### src/rtl/mc_ctrl_pkg.sv
`default_nettype none
// ============================================================================
// Module   : mc_ctrl_pkg
// Purpose  : Shared types and encodings for the multi-cycle controller.
// Revision : 1.0 - initial release
// ============================================================================
package mc_ctrl_pkg;

    typedef enum logic [3:0] {
        FETCH, DECODE, EX_RR, EX_I, EX_SH, BEQ, BNE, JMP, EX_CMP,
        ADDR, MEM_RD, MEM_WR, WB_ALU, WB_MEM, TRAP
    } state_t;

    typedef enum logic [3:0] {
        CL_RR, CL_I, CL_SH, CL_BEQ, CL_BNE, CL_JMP, CL_LOAD, CL_STORE, CL_CMP
    } iclass_t;

    localparam logic [3:0] c_OP_RR_A  = 4'b1000;
    localparam logic [3:0] c_OP_RR_B  = 4'b1100;
    localparam logic [3:0] c_OP_RR_C  = 4'b1011;
    localparam logic [3:0] c_OP_RR_D  = 4'b1111;
    localparam logic [3:0] c_OP_I_A   = 4'b0110;
    localparam logic [3:0] c_OP_I_B   = 4'b0111;
    localparam logic [3:0] c_OP_I_C   = 4'b1101;
    localparam logic [3:0] c_OP_I_D   = 4'b1001;
    localparam logic [3:0] c_OP_SH_A  = 4'b1110;
    localparam logic [3:0] c_OP_SH_B  = 4'b1010;
    localparam logic [3:0] c_OP_BEQ   = 4'b0100;
    localparam logic [3:0] c_OP_BNE   = 4'b0101;
    localparam logic [3:0] c_OP_JMP   = 4'b0011;
    localparam logic [3:0] c_OP_LOAD  = 4'b0001;
    localparam logic [3:0] c_OP_STORE = 4'b0010;
    localparam logic [3:0] c_OP_CMP   = 4'b0000;

    localparam logic [2:0] c_ALUOP_ADD = 3'b000;
    localparam logic [2:0] c_ALUOP_ALU = 3'b001;
    localparam logic [2:0] c_ALUOP_CMP = 3'b010;
    localparam logic [2:0] c_ALUOP_SUB = 3'b011;

    localparam logic [2:0] c_SRCB_REGB   = 3'b000;
    localparam logic [2:0] c_SRCB_JOFF   = 3'b001;
    localparam logic [2:0] c_SRCB_IMM    = 3'b010;
    localparam logic [2:0] c_SRCB_ONE    = 3'b011;
    localparam logic [2:0] c_SRCB_SHAMT  = 3'b100;
    localparam logic [2:0] c_SRCB_MEMOFF = 3'b101;

    localparam logic [1:0] c_TRAP_NONE    = 2'b00;
    localparam logic [1:0] c_TRAP_ILLEGAL = 2'b01;
    localparam logic [1:0] c_TRAP_IM_TMO  = 2'b10;
    localparam logic [1:0] c_TRAP_DM_TMO  = 2'b11;

endpackage
`default_nettype wire

### src/rtl/mc_controller_hs_decode.sv
`default_nettype none
// ============================================================================
// Module   : mc_op_decode
// Purpose  : Combinational opcode classifier with illegal-opcode detection.
// Revision : 1.0 - initial release
// ============================================================================
module mc_op_decode
    import mc_ctrl_pkg::*;
#(
    parameter int OPW = 4
) (
    input  logic [OPW-1:0] op,
    output iclass_t        iclass,
    output logic           illegal
);

    generate
        if (OPW > 4) begin : g_wide
            assign illegal = |op[OPW-1:4];
        end else begin : g_narrow
            assign illegal = 1'b0;
        end
    endgenerate

    always_comb begin
        iclass = CL_CMP;
        case (op[3:0])
            c_OP_RR_A, c_OP_RR_B, c_OP_RR_C, c_OP_RR_D: iclass = CL_RR;
            c_OP_I_A, c_OP_I_B, c_OP_I_C, c_OP_I_D:     iclass = CL_I;
            c_OP_SH_A, c_OP_SH_B:                       iclass = CL_SH;
            c_OP_BEQ:                                   iclass = CL_BEQ;
            c_OP_BNE:                                   iclass = CL_BNE;
            c_OP_JMP:                                   iclass = CL_JMP;
            c_OP_LOAD:                                  iclass = CL_LOAD;
            c_OP_STORE:                                 iclass = CL_STORE;
            default:                                    iclass = CL_CMP;
        endcase
    end

endmodule
`default_nettype wire

### src/rtl/mc_controller_hs.sv
`default_nettype none
// ============================================================================
// Module   : mc_controller_hs
// Purpose  : Multi-cycle control FSM with memory handshakes, watchdog and trap.
// Revision : 1.0 - initial release
// ============================================================================
module mc_controller_hs
    import mc_ctrl_pkg::*;
#(
    parameter int OPW         = 4,
    parameter int ALUOPW      = 3,
    parameter int SRCBW       = 3,
    parameter int MEM_TIMEOUT = 0,
    parameter int CNTW        = 8
) (
    input  logic              Clk,
    input  logic              Reset,
    input  logic [OPW-1:0]    Op,
    input  logic              ImReady,
    input  logic              DmReady,
    output logic              PCWrite,
    output logic              PCWriteCondEq,
    output logic              PCWriteCondNeq,
    output logic              PCSrc,
    output logic              IMRead,
    output logic              IMWrite,
    output logic              DMRead,
    output logic              DMWrite,
    output logic              IRWrite,
    output logic [1:0]        MemtoReg,
    output logic              ALUSrcA,
    output logic [SRCBW-1:0]  ALUSrcB,
    output logic [ALUOPW-1:0] ALUOp,
    output logic              RegWrite,
    output logic              RegDst,
    output logic              InstrDone,
    output logic              Trap,
    output logic [1:0]        TrapCause
);

    state_t          r_state;
    state_t          w_next;
    iclass_t         w_cls;
    logic            w_illegal;
    logic [CNTW-1:0] r_cnt;
    logic            w_wait;
    logic            w_limit;
    logic [1:0]      w_cause;
    logic            r_trap;
    logic [1:0]      r_cause;

    mc_op_decode #(.OPW(OPW)) u_dec (
        .op      (Op),
        .iclass  (w_cls),
        .illegal (w_illegal)
    );

    assign w_wait  = ((r_state == FETCH) && !ImReady) ||
                     (((r_state == MEM_RD) || (r_state == MEM_WR)) && !DmReady);
    // Limit fires on the MEM_TIMEOUT-th consecutive wait cycle; ready in that cycle still wins.
    assign w_limit = (MEM_TIMEOUT != 0) && (r_cnt == CNTW'(MEM_TIMEOUT - 1));

    always_ff @(posedge Clk or posedge Reset) begin
        if (Reset) begin
            r_state <= FETCH;
            r_cnt   <= '0;
            r_trap  <= 1'b0;
            r_cause <= c_TRAP_NONE;
        end else begin
            r_state <= w_next;
            if (w_next != r_state)
                r_cnt <= '0;
            else if (w_wait)
                r_cnt <= r_cnt + CNTW'(1);
            if ((w_next == TRAP) && (r_state != TRAP)) begin
                r_trap  <= 1'b1;
                r_cause <= w_cause;
            end
        end
    end

    assign Trap      = r_trap;
    assign TrapCause = r_cause;

    always_comb begin
        w_next         = r_state;
        w_cause        = c_TRAP_NONE;
        PCWrite        = 1'b0;
        PCWriteCondEq  = 1'b0;
        PCWriteCondNeq = 1'b0;
        PCSrc          = 1'b0;
        IMRead         = 1'b0;
        IMWrite        = 1'b0;
        DMRead         = 1'b0;
        DMWrite        = 1'b0;
        IRWrite        = 1'b0;
        MemtoReg       = 2'b00;
        ALUSrcA        = 1'b0;
        ALUSrcB        = '0;
        ALUOp          = '0;
        RegWrite       = 1'b0;
        RegDst         = 1'b0;
        InstrDone      = 1'b0;
        // Outputs stay at zero while Reset is held, even though the state is already FETCH.
        if (!Reset) begin
            case (r_state)
                FETCH: begin
                    IMRead  = 1'b1;
                    ALUSrcB = SRCBW'(c_SRCB_ONE);
                    ALUOp   = ALUOPW'(c_ALUOP_ADD);
                    if (ImReady) begin
                        IRWrite = 1'b1;
                        PCWrite = 1'b1;
                        w_next  = DECODE;
                    end else if (w_limit) begin
                        w_next  = TRAP;
                        w_cause = c_TRAP_IM_TMO;
                    end
                end
                DECODE: begin
                    if (w_illegal) begin
                        w_next  = TRAP;
                        w_cause = c_TRAP_ILLEGAL;
                    end else begin
                        case (w_cls)
                            CL_RR:             w_next = EX_RR;
                            CL_I:              w_next = EX_I;
                            CL_SH:             w_next = EX_SH;
                            CL_BEQ:            w_next = BEQ;
                            CL_BNE:            w_next = BNE;
                            CL_JMP:            w_next = JMP;
                            CL_LOAD, CL_STORE: w_next = ADDR;
                            default:           w_next = EX_CMP;
                        endcase
                    end
                end
                EX_RR, EX_I, EX_SH: begin
                    ALUSrcA = 1'b1;
                    ALUOp   = ALUOPW'(c_ALUOP_ALU);
                    ALUSrcB = (r_state == EX_RR) ? SRCBW'(c_SRCB_REGB) :
                              (r_state == EX_I)  ? SRCBW'(c_SRCB_IMM)  :
                                                   SRCBW'(c_SRCB_SHAMT);
                    w_next  = WB_ALU;
                end
                BEQ, BNE: begin
                    ALUSrcA        = 1'b1;
                    ALUSrcB        = SRCBW'(c_SRCB_REGB);
                    ALUOp          = ALUOPW'(c_ALUOP_SUB);
                    PCSrc          = 1'b1;
                    PCWriteCondEq  = (r_state == BEQ);
                    PCWriteCondNeq = (r_state == BNE);
                    InstrDone      = 1'b1;
                    w_next         = FETCH;
                end
                JMP: begin
                    ALUSrcB   = SRCBW'(c_SRCB_JOFF);
                    ALUOp     = ALUOPW'(c_ALUOP_ALU);
                    PCWrite   = 1'b1;
                    InstrDone = 1'b1;
                    w_next    = FETCH;
                end
                EX_CMP: begin
                    ALUSrcA   = 1'b1;
                    ALUSrcB   = SRCBW'(c_SRCB_REGB);
                    ALUOp     = ALUOPW'(c_ALUOP_CMP);
                    MemtoReg  = 2'b01;
                    RegWrite  = 1'b1;
                    RegDst    = 1'b1;
                    InstrDone = 1'b1;
                    w_next    = FETCH;
                end
                ADDR: begin
                    ALUSrcA = 1'b1;
                    ALUSrcB = SRCBW'(c_SRCB_MEMOFF);
                    ALUOp   = ALUOPW'(c_ALUOP_ADD);
                    w_next  = (w_cls == CL_LOAD) ? MEM_RD : MEM_WR;
                end
                MEM_RD, MEM_WR: begin
                    DMRead  = (r_state == MEM_RD);
                    DMWrite = (r_state == MEM_WR);
                    if (DmReady) begin
                        InstrDone = (r_state == MEM_WR);
                        w_next    = (r_state == MEM_RD) ? WB_MEM : FETCH;
                    end else if (w_limit) begin
                        w_next  = TRAP;
                        w_cause = c_TRAP_DM_TMO;
                    end
                end
                WB_ALU: begin
                    MemtoReg  = 2'b10;
                    RegWrite  = 1'b1;
                    RegDst    = 1'b1;
                    InstrDone = 1'b1;
                    w_next    = FETCH;
                end
                WB_MEM: begin
                    MemtoReg  = 2'b00;
                    RegWrite  = 1'b1;
                    InstrDone = 1'b1;
                    w_next    = FETCH;
                end
                default: w_next = r_state;
            endcase
        end
    end

endmodule
`default_nettype wire

### config.mk
export PLATFORM = sky130hd
export DESIGN_NAME = mc_controller_hs
export DESIGN_NICKNAME = d
export VERILOG_FILES = /design/src/rtl/mc_ctrl_pkg.sv /design/src/rtl/mc_controller_hs_decode.sv /design/src/rtl/mc_controller_hs.sv
export SDC_FILE = /design/constraint.sdc
export NUM_CORES = 1
export LEC_CHECK = 0
export CAP_MARGIN = 25
export CORE_MARGIN = 2
export CORE_UTILIZATION = 44
export DETAILED_ROUTE_END_ITERATION = 12
export PLACE_DENSITY = 0.9
export RECOVER_POWER = 25
export SKIP_CTS_REPAIR_TIMING = 1
export SLEW_MARGIN = 20
export SYNTH_ARGS = -nofsm -noshare
export SYNTH_HDL_FRONTEND = slang
export SYNTH_SLANG_ARGS = --single-unit
export TNS_END_PERCENT = 100
### constraint.sdc
create_clock -name Clk -period 2.1 [get_ports Clk]
set_clock_uncertainty 0.05 [all_clocks]
set_input_delay 0.315 -clock Clk [delete_from_list [all_inputs] [get_ports Clk]]
set_output_delay 0.315 -clock Clk [all_outputs]
set_load 0.02 [all_outputs]
==> flow_summary_export.csv, run 1 <==
group,metric,value,unit
outcome,outcome,"completed",
route,firstDrtPassIters,4,
yosys,synth_top_area_share,14.4,%
floorplan,num_rows,16,
route,drt_wl_total,2990,um
yosys,ys.flop_type,"dfrtp_1",
sta,finalCritPeriodShare,95.2,%
placed_design,gp_congestion,0.902,
global_routing,antenna_found_initial,0,
route,viasPerCell,5.61,
yosys,yosysTopAreaCell,"dfrtp_1",
floorplan,dieArea,2340,um^2
floorplan,core,1900,um^2
critical_path,cp-end-kind,"flop",
cells_and_area,drive_above_1_share,29.0,%
placed_design,dp_hpwl,2240,um
power,p_total,1.70,mW
yosys,netlist_instances,123,
global_routing,grt_pass1_wl,4630,um
run,drv_cap,0,
cells_and_area,antenna_cells,0,
route,drt_iter0_drc,31,
critical_path,arrival,2.07,ns
sta,slew_violations,0,
yosys,yosysWarnings,0,
floorplan,io_pins,32,
global_routing,grt_pass1_vias,1075,
yosys,yosys-top-cells-area,"dfrtp_1 14%, ha_1 7.2%, nand2b_1 5.8%",
route,drc_errors,0,
critical_path,slowest_delay,0.53,ns
cts,cts_root_buf,"clkbuf_4",
power,power_density,1190,nW/um^2
cts,clkSlewWorstSetupHoldPaths,0.04,ns
critical_path,crit_chain,"clkdlybuf4s50_1 -> nand2b_1 -> a21oi_1 -> a21o_1 -> ha_1 -> nand4b_1 -> nand3_2 -> o221a_2 -> a41o_1",
critical_path,crit_required,2.17,ns
floorplan,die_y,48.4,um
cts,cts_tree,"yes",
placed_design,port_buffers,27,
sta,rsz0062_at_grt,"no",
global_routing,grt-ovfl-total,0,
floorplan,dieWidth,48.4,um
route,wl_per_cell,14.7,um
floorplan,initial_utilization,45.7,%
yosys,synth-seq-area-share,14.4,%
sta,setup_viol,0,
sta,whs,0.418,ns
power,max-vdd-ir-drop,0.873,mV
worst_hold_path,hold_class,"flop to flop",
cts,clock_path_buffers,2,
cells_and_area,area_growth,65.1,%
sta,tns,0,ns
yosys,ys_ff_latch,5,
cts,numCtsBuffers,3,
critical_path,start_kind,"primary input",
yosys,ys_types,44,
critical_path,path_max_fanout,4,
power,p_leak,0.940,nW
cts,clock_latency,0.24,ns
yosys,synth_edf_count,0,
critical_path,worstSetupPathType,"primary input to flop",
route,via_count,1139,
global_routing,grt_use_total,24.6,%
sta,hold_viol_final,0,
yosys,avgSynthCellArea,7.06,um^2
cts,cts.htree.levels,1,
route,ant_nets,0,
global_routing,grt_start_max_net_pins,15,
cells_and_area,final_nets,190,
critical_path,slowest_stage,"clkdlybuf4s50_1",
cts,cts_sinks,5,
yosys,syn_area,868,um^2
yosys,async_flop_share,100,%
sta,timing.fmax,500,MHz
sta,period_needed,2.00,ns
worst paths after layout:
kind                       depth (start not counted)        from          to  slack, ns
setup / recovery                                   9       Op[2]        Trap       0.10
hold / removal                                     1        Trap        Trap       0.42
setup reg to reg                                   6  r_state[2]        Trap       0.27
hold reg to reg                                    1        Trap        Trap       0.42
max in group asynchronous                          4       Reset  r_state[3]       1.26
min in group asynchronous                          4       Reset        Trap       0.61
layout make-up:
type / count / area, um^2
clock buffer: 4 / 26.3
fill: 131 / 468
inverter: 8 / 30.0
multi-input combinational: 99 / 664
sequential: 5 / 125
tap: 27 / 33.8
timing repair buffer: 60 / 554
where the power goes:
| group | internal [mW] | switching [mW] |
|---|---|---|
| combinational | 0.669 | 0.732 |
| clock | 0.0716 | 0.0359 |
| sequential | 0.142 | 0.0508 |
| total | 0.883 | 0.819 |
state kept, by name, indices dropped and copies added (netlist names):
register / count
r_state: 4
Trap: 1
critical path: cells and delay by family:
kind            cells  cell delay [ns]
simple gates        3             0.34
buf+inv             1             0.53
fa+ha+maj           1             0.28
compound gates      4             0.60
layer usage:
layer  GRT usage [%]  share of wire, %  vias to the layer above
met3           0.926               5.0                       14
met1            29.8                43                      527
met2            46.3                50                       65
met4            9.05               2.5                        0
li1                -                 -                      533
met5               0                 0                        -
cells in the final DEF, fill, tap and decap left out, types with 2 or more instances in the layout:
master           instances
nand3b_1                 2
inv_2                    3
a31oi_1                  2
nor3b_1                  3
conb_1                   4
dlymetal6s2s_1          19
ha_1                     5
nor4_1                   2
o21ai_0                  4
buf_4                   33
o211ai_1                 3
o21ai_1                  2
clkdlybuf4s50_1          5
clkbuf_1                 2
and2_1                   2
nand3_1                  3
dfrtp_1                  5
nor2_1                   9
clkbuf_4                 3
mux2_2                   2
nand2_1                  4
nor3_1                   9
nand2b_1                 8
nor2b_1                  2
a21o_1                   2
a21oi_1                  7
inv_1                    5
and3_1                   2
cells by family after synthesis:
group / count (synthesis) / share of synthesized area (%)
simple gates: 56 / 37.0
other cells: 1 / 0.432
buf+inv: 22 / 12.1
flops: 5 / 14.4
fa+ha+maj: 5 / 7.20
compound gates: 30 / 24.2
mux: 2 / 2.59
xor+xnor: 2 / 2.02
cells in the mapped netlist, types with 4 or more instances:
cell type,instances
a21oi_1,7
nor3_1,9
nand2b_1,8
dfrtp_1,5
nand3_1,4
o21ai_0,4
nor3b_1,4
nand2_1,4
buf_4,4
buf_2,6
ha_1,5
nor2_1,10
inv_1,7
clkbuf_1,4
through the flow:
step	setup WS [ns]	cell area [um^2]	utilization, %	instances
after floorplan	0.0850	880	-	126
after global placement	-0.300	1350	70.9	198
after detailed placement	-0.395	1350	70.9	198
after CTS	-0.313	1380	72.3	202
after global routing	0.00842	1430	75.4	203
final	0.100	1430	75.4	203
Note: power is estimated with default switching activity, not from simulation.
==> run 2: changes to the inputs <==
--- a/config.mk
+++ b/config.mk
@@ -11,6 +11,7 @@
 export DETAILED_ROUTE_END_ITERATION = 12
 export PLACE_DENSITY = 0.9
 export RECOVER_POWER = 25
+export REMOVE_ABC_BUFFERS = 1
 export SKIP_CTS_REPAIR_TIMING = 1
 export SLEW_MARGIN = 20
 export SYNTH_ARGS = -nofsm -noshare
==> run 2 against run 1 <==
  * Setup slack worse by 0.042 ns
  * Via count down 5.1%
  * First-iteration DRC count up 6.5%
  * Cell area down 0.79%
  * Sequential power up 18%
  * Power down 4.1%
  * Non-clock buffer count down 1
  * Clock power up 6%
  * Critical path type unchanged
  * Largest power group unchanged
==> flow_summary_export.csv, run 2 (synthesis gave the netlist of run 1 again) <==
group,metric,value,unit
outcome,outcome,"completed",
critical_path,crit_chain,"clkdlybuf4s50_1 -> nand2b_1 -> a21oi_1 -> a21o_1 -> ha_1 -> nand4b_1 -> nand3_1 -> o221a_2 -> a41o_1",
critical_path,slowest_stage,"clkdlybuf4s50_1",
power,power_density,1150,nW/um^2
route,drt_wl_total,2660,um
sta,finalCritPeriodShare,97.2,%
cts,clock_latency,0.25,ns
sta,period_needed,2.04,ns
floorplan,initial_utilization,45.7,%
cts,cts_root_buf,"clkbuf_4",
critical_path,path_max_fanout,5,
global_routing,grt_use_total,22.1,%
sta,slew_violations,0,
critical_path,r2r-end,"Trap",
cts,numCtsBuffers,3,
critical_path,arrival,2.13,ns
route,via_count,1081,
cells_and_area,final_nets,189,
floorplan,io_pins,32,
placed_design,gp_congestion,0.906,
critical_path,regToRegSetupSlack,0.31,ns
cts,cts_tree,"yes",
run,drv_cap,0,
cells_and_area,regMostFlops,"r_state",
cts,clock_path_buffers,2,
route,firstDrtPassIters,4,
placed_design,placed_area,1340,um^2
floorplan,die_y,48.4,um
route,ant_nets,0,
cells_and_area,area_growth,63.8,%
placed_design,numPlacedInstances,197,
global_routing,grt_start_max_net_pins,19,
cells_and_area,fin_util,74.8,%
cts,clkSlewWorstSetupHoldPaths,0.05,ns
sta,timing.fmax,490,MHz
placed_design,dp_hpwl,2060,um
floorplan,dieWidth,48.4,um
cells_and_area,final_common_cell,"buf_4",
critical_path,critPathLaunch,"Op[2]",
sta,hold_viol_final,0,
worst_hold_path,hold_class,"flop to flop",
critical_path,r2r_cells,8,
placed_design,port_buffers,27,
power,p_total,1.63,mW
power,max-vdd-ir-drop,0.721,mV
critical_path,cp-end-kind,"flop",
floorplan,dieArea,2340,um^2
critical_path,timing.rr.start,"r_state[1]",
cells_and_area,final_cells,202,
floorplan,core,1900,um^2
cts,cts_sinks,5,
route,drc_errors,0,
sta,worst_slack,0.0586,ns
cells_and_area,final_cell_mix,"32 x buf_4, 19 x dlymetal6s2s_1, 9 x nor2_1, 9 x nor3_1, 8 x nand2b_1",
global_routing,grt_pass1_wl,4220,um
critical_path,worstSetupPathType,"primary input to flop",
cells_and_area,drive_above_1_share,28.0,%
sta,whs,0.437,ns
placed_design,place_ws,-0.374,ns
global_routing,antenna_found_initial,0,
critical_path,slowest_delay,0.55,ns
sta,setup_viol,0,
cells_and_area,final_area,1420,um^2
route,viasPerCell,5.35,
route,drt_iter0_drc,33,
global_routing,grt_pass1_vias,1030,
cells_and_area,largest_reg_flops,4,
power,p_leak,0.931,nW
cts,cts.htree.levels,1,
critical_path,start_kind,"primary input",
cells_and_area,antenna_cells,0,
critical_path,crit_required,2.18,ns
route,wl_per_cell,13.1,um
global_routing,grt-ovfl-total,0,
floorplan,num_rows,16,
critical_path,critPathCapture,"Trap",
sta,tns,0,ns
## run 2: routing by layer
metal	share of wire, %	track usage, %	vias up
li1	-	-	536
met1	38	21.4	493
met2	55	47.2	50
met3	5.7	1.85	2
met4	0.87	8.10	0
met5	0	0	-
## run 2: final cells by class
class | instances | area [um^2]
Clock buffer | 4 | 26.3
Fill cell | 131 | 479
Inverter | 8 | 30.0
Multi-Input combinational cell | 99 | 657
Sequential cell | 5 | 129
Tap cell | 27 | 33.8
Timing Repair Buffer | 59 | 547
## run 2: worst min path at each step
stage,from,endpoint,slack (ns),cells past startpoint
2_1_floorplan,Reset,Trap,0.09,1
3_3_place_gp,Trap,Trap,0.41,1
3_5_place_dp,Trap,Trap,0.42,1
4_1_cts,Trap,Trap,0.43,1
5_1_grt,Trap,Trap,0.44,1
6_report,Trap,Trap,0.44,1
## run 2: power by group
| part | internal (mW) | total [mW] | switching (mW) |
|---|---|---|---|
| logic | 0.641 | 1.29 | 0.652 |
| registers | 0.148 | 0.228 | 0.0801 |
| clock network | 0.0719 | 0.113 | 0.0411 |
## run 2: worst max-delay path: cells and delay by family
| family | cells | cell delay, ns |
|---|---|---|
| AND/OR/NAND/NOR | 3 | 0.37 |
| adder cells (fa/ha/maj) | 1 | 0.28 |
| AO/OA/AOI/OAI | 4 | 0.62 |
| buffers and inverters | 1 | 0.55 |
==> run 3: changes to the inputs <==
--- a/config.mk
+++ b/config.mk
@@ -5,7 +5,6 @@
 export SDC_FILE = /design/constraint.sdc
 export NUM_CORES = 1
 export LEC_CHECK = 0
-export CAP_MARGIN = 25
 export CORE_MARGIN = 2
 export CORE_UTILIZATION = 44
 export DETAILED_ROUTE_END_ITERATION = 12
==> results of run 3 <==
No change in the layout: final DEF, timing and power equal those of run 2.
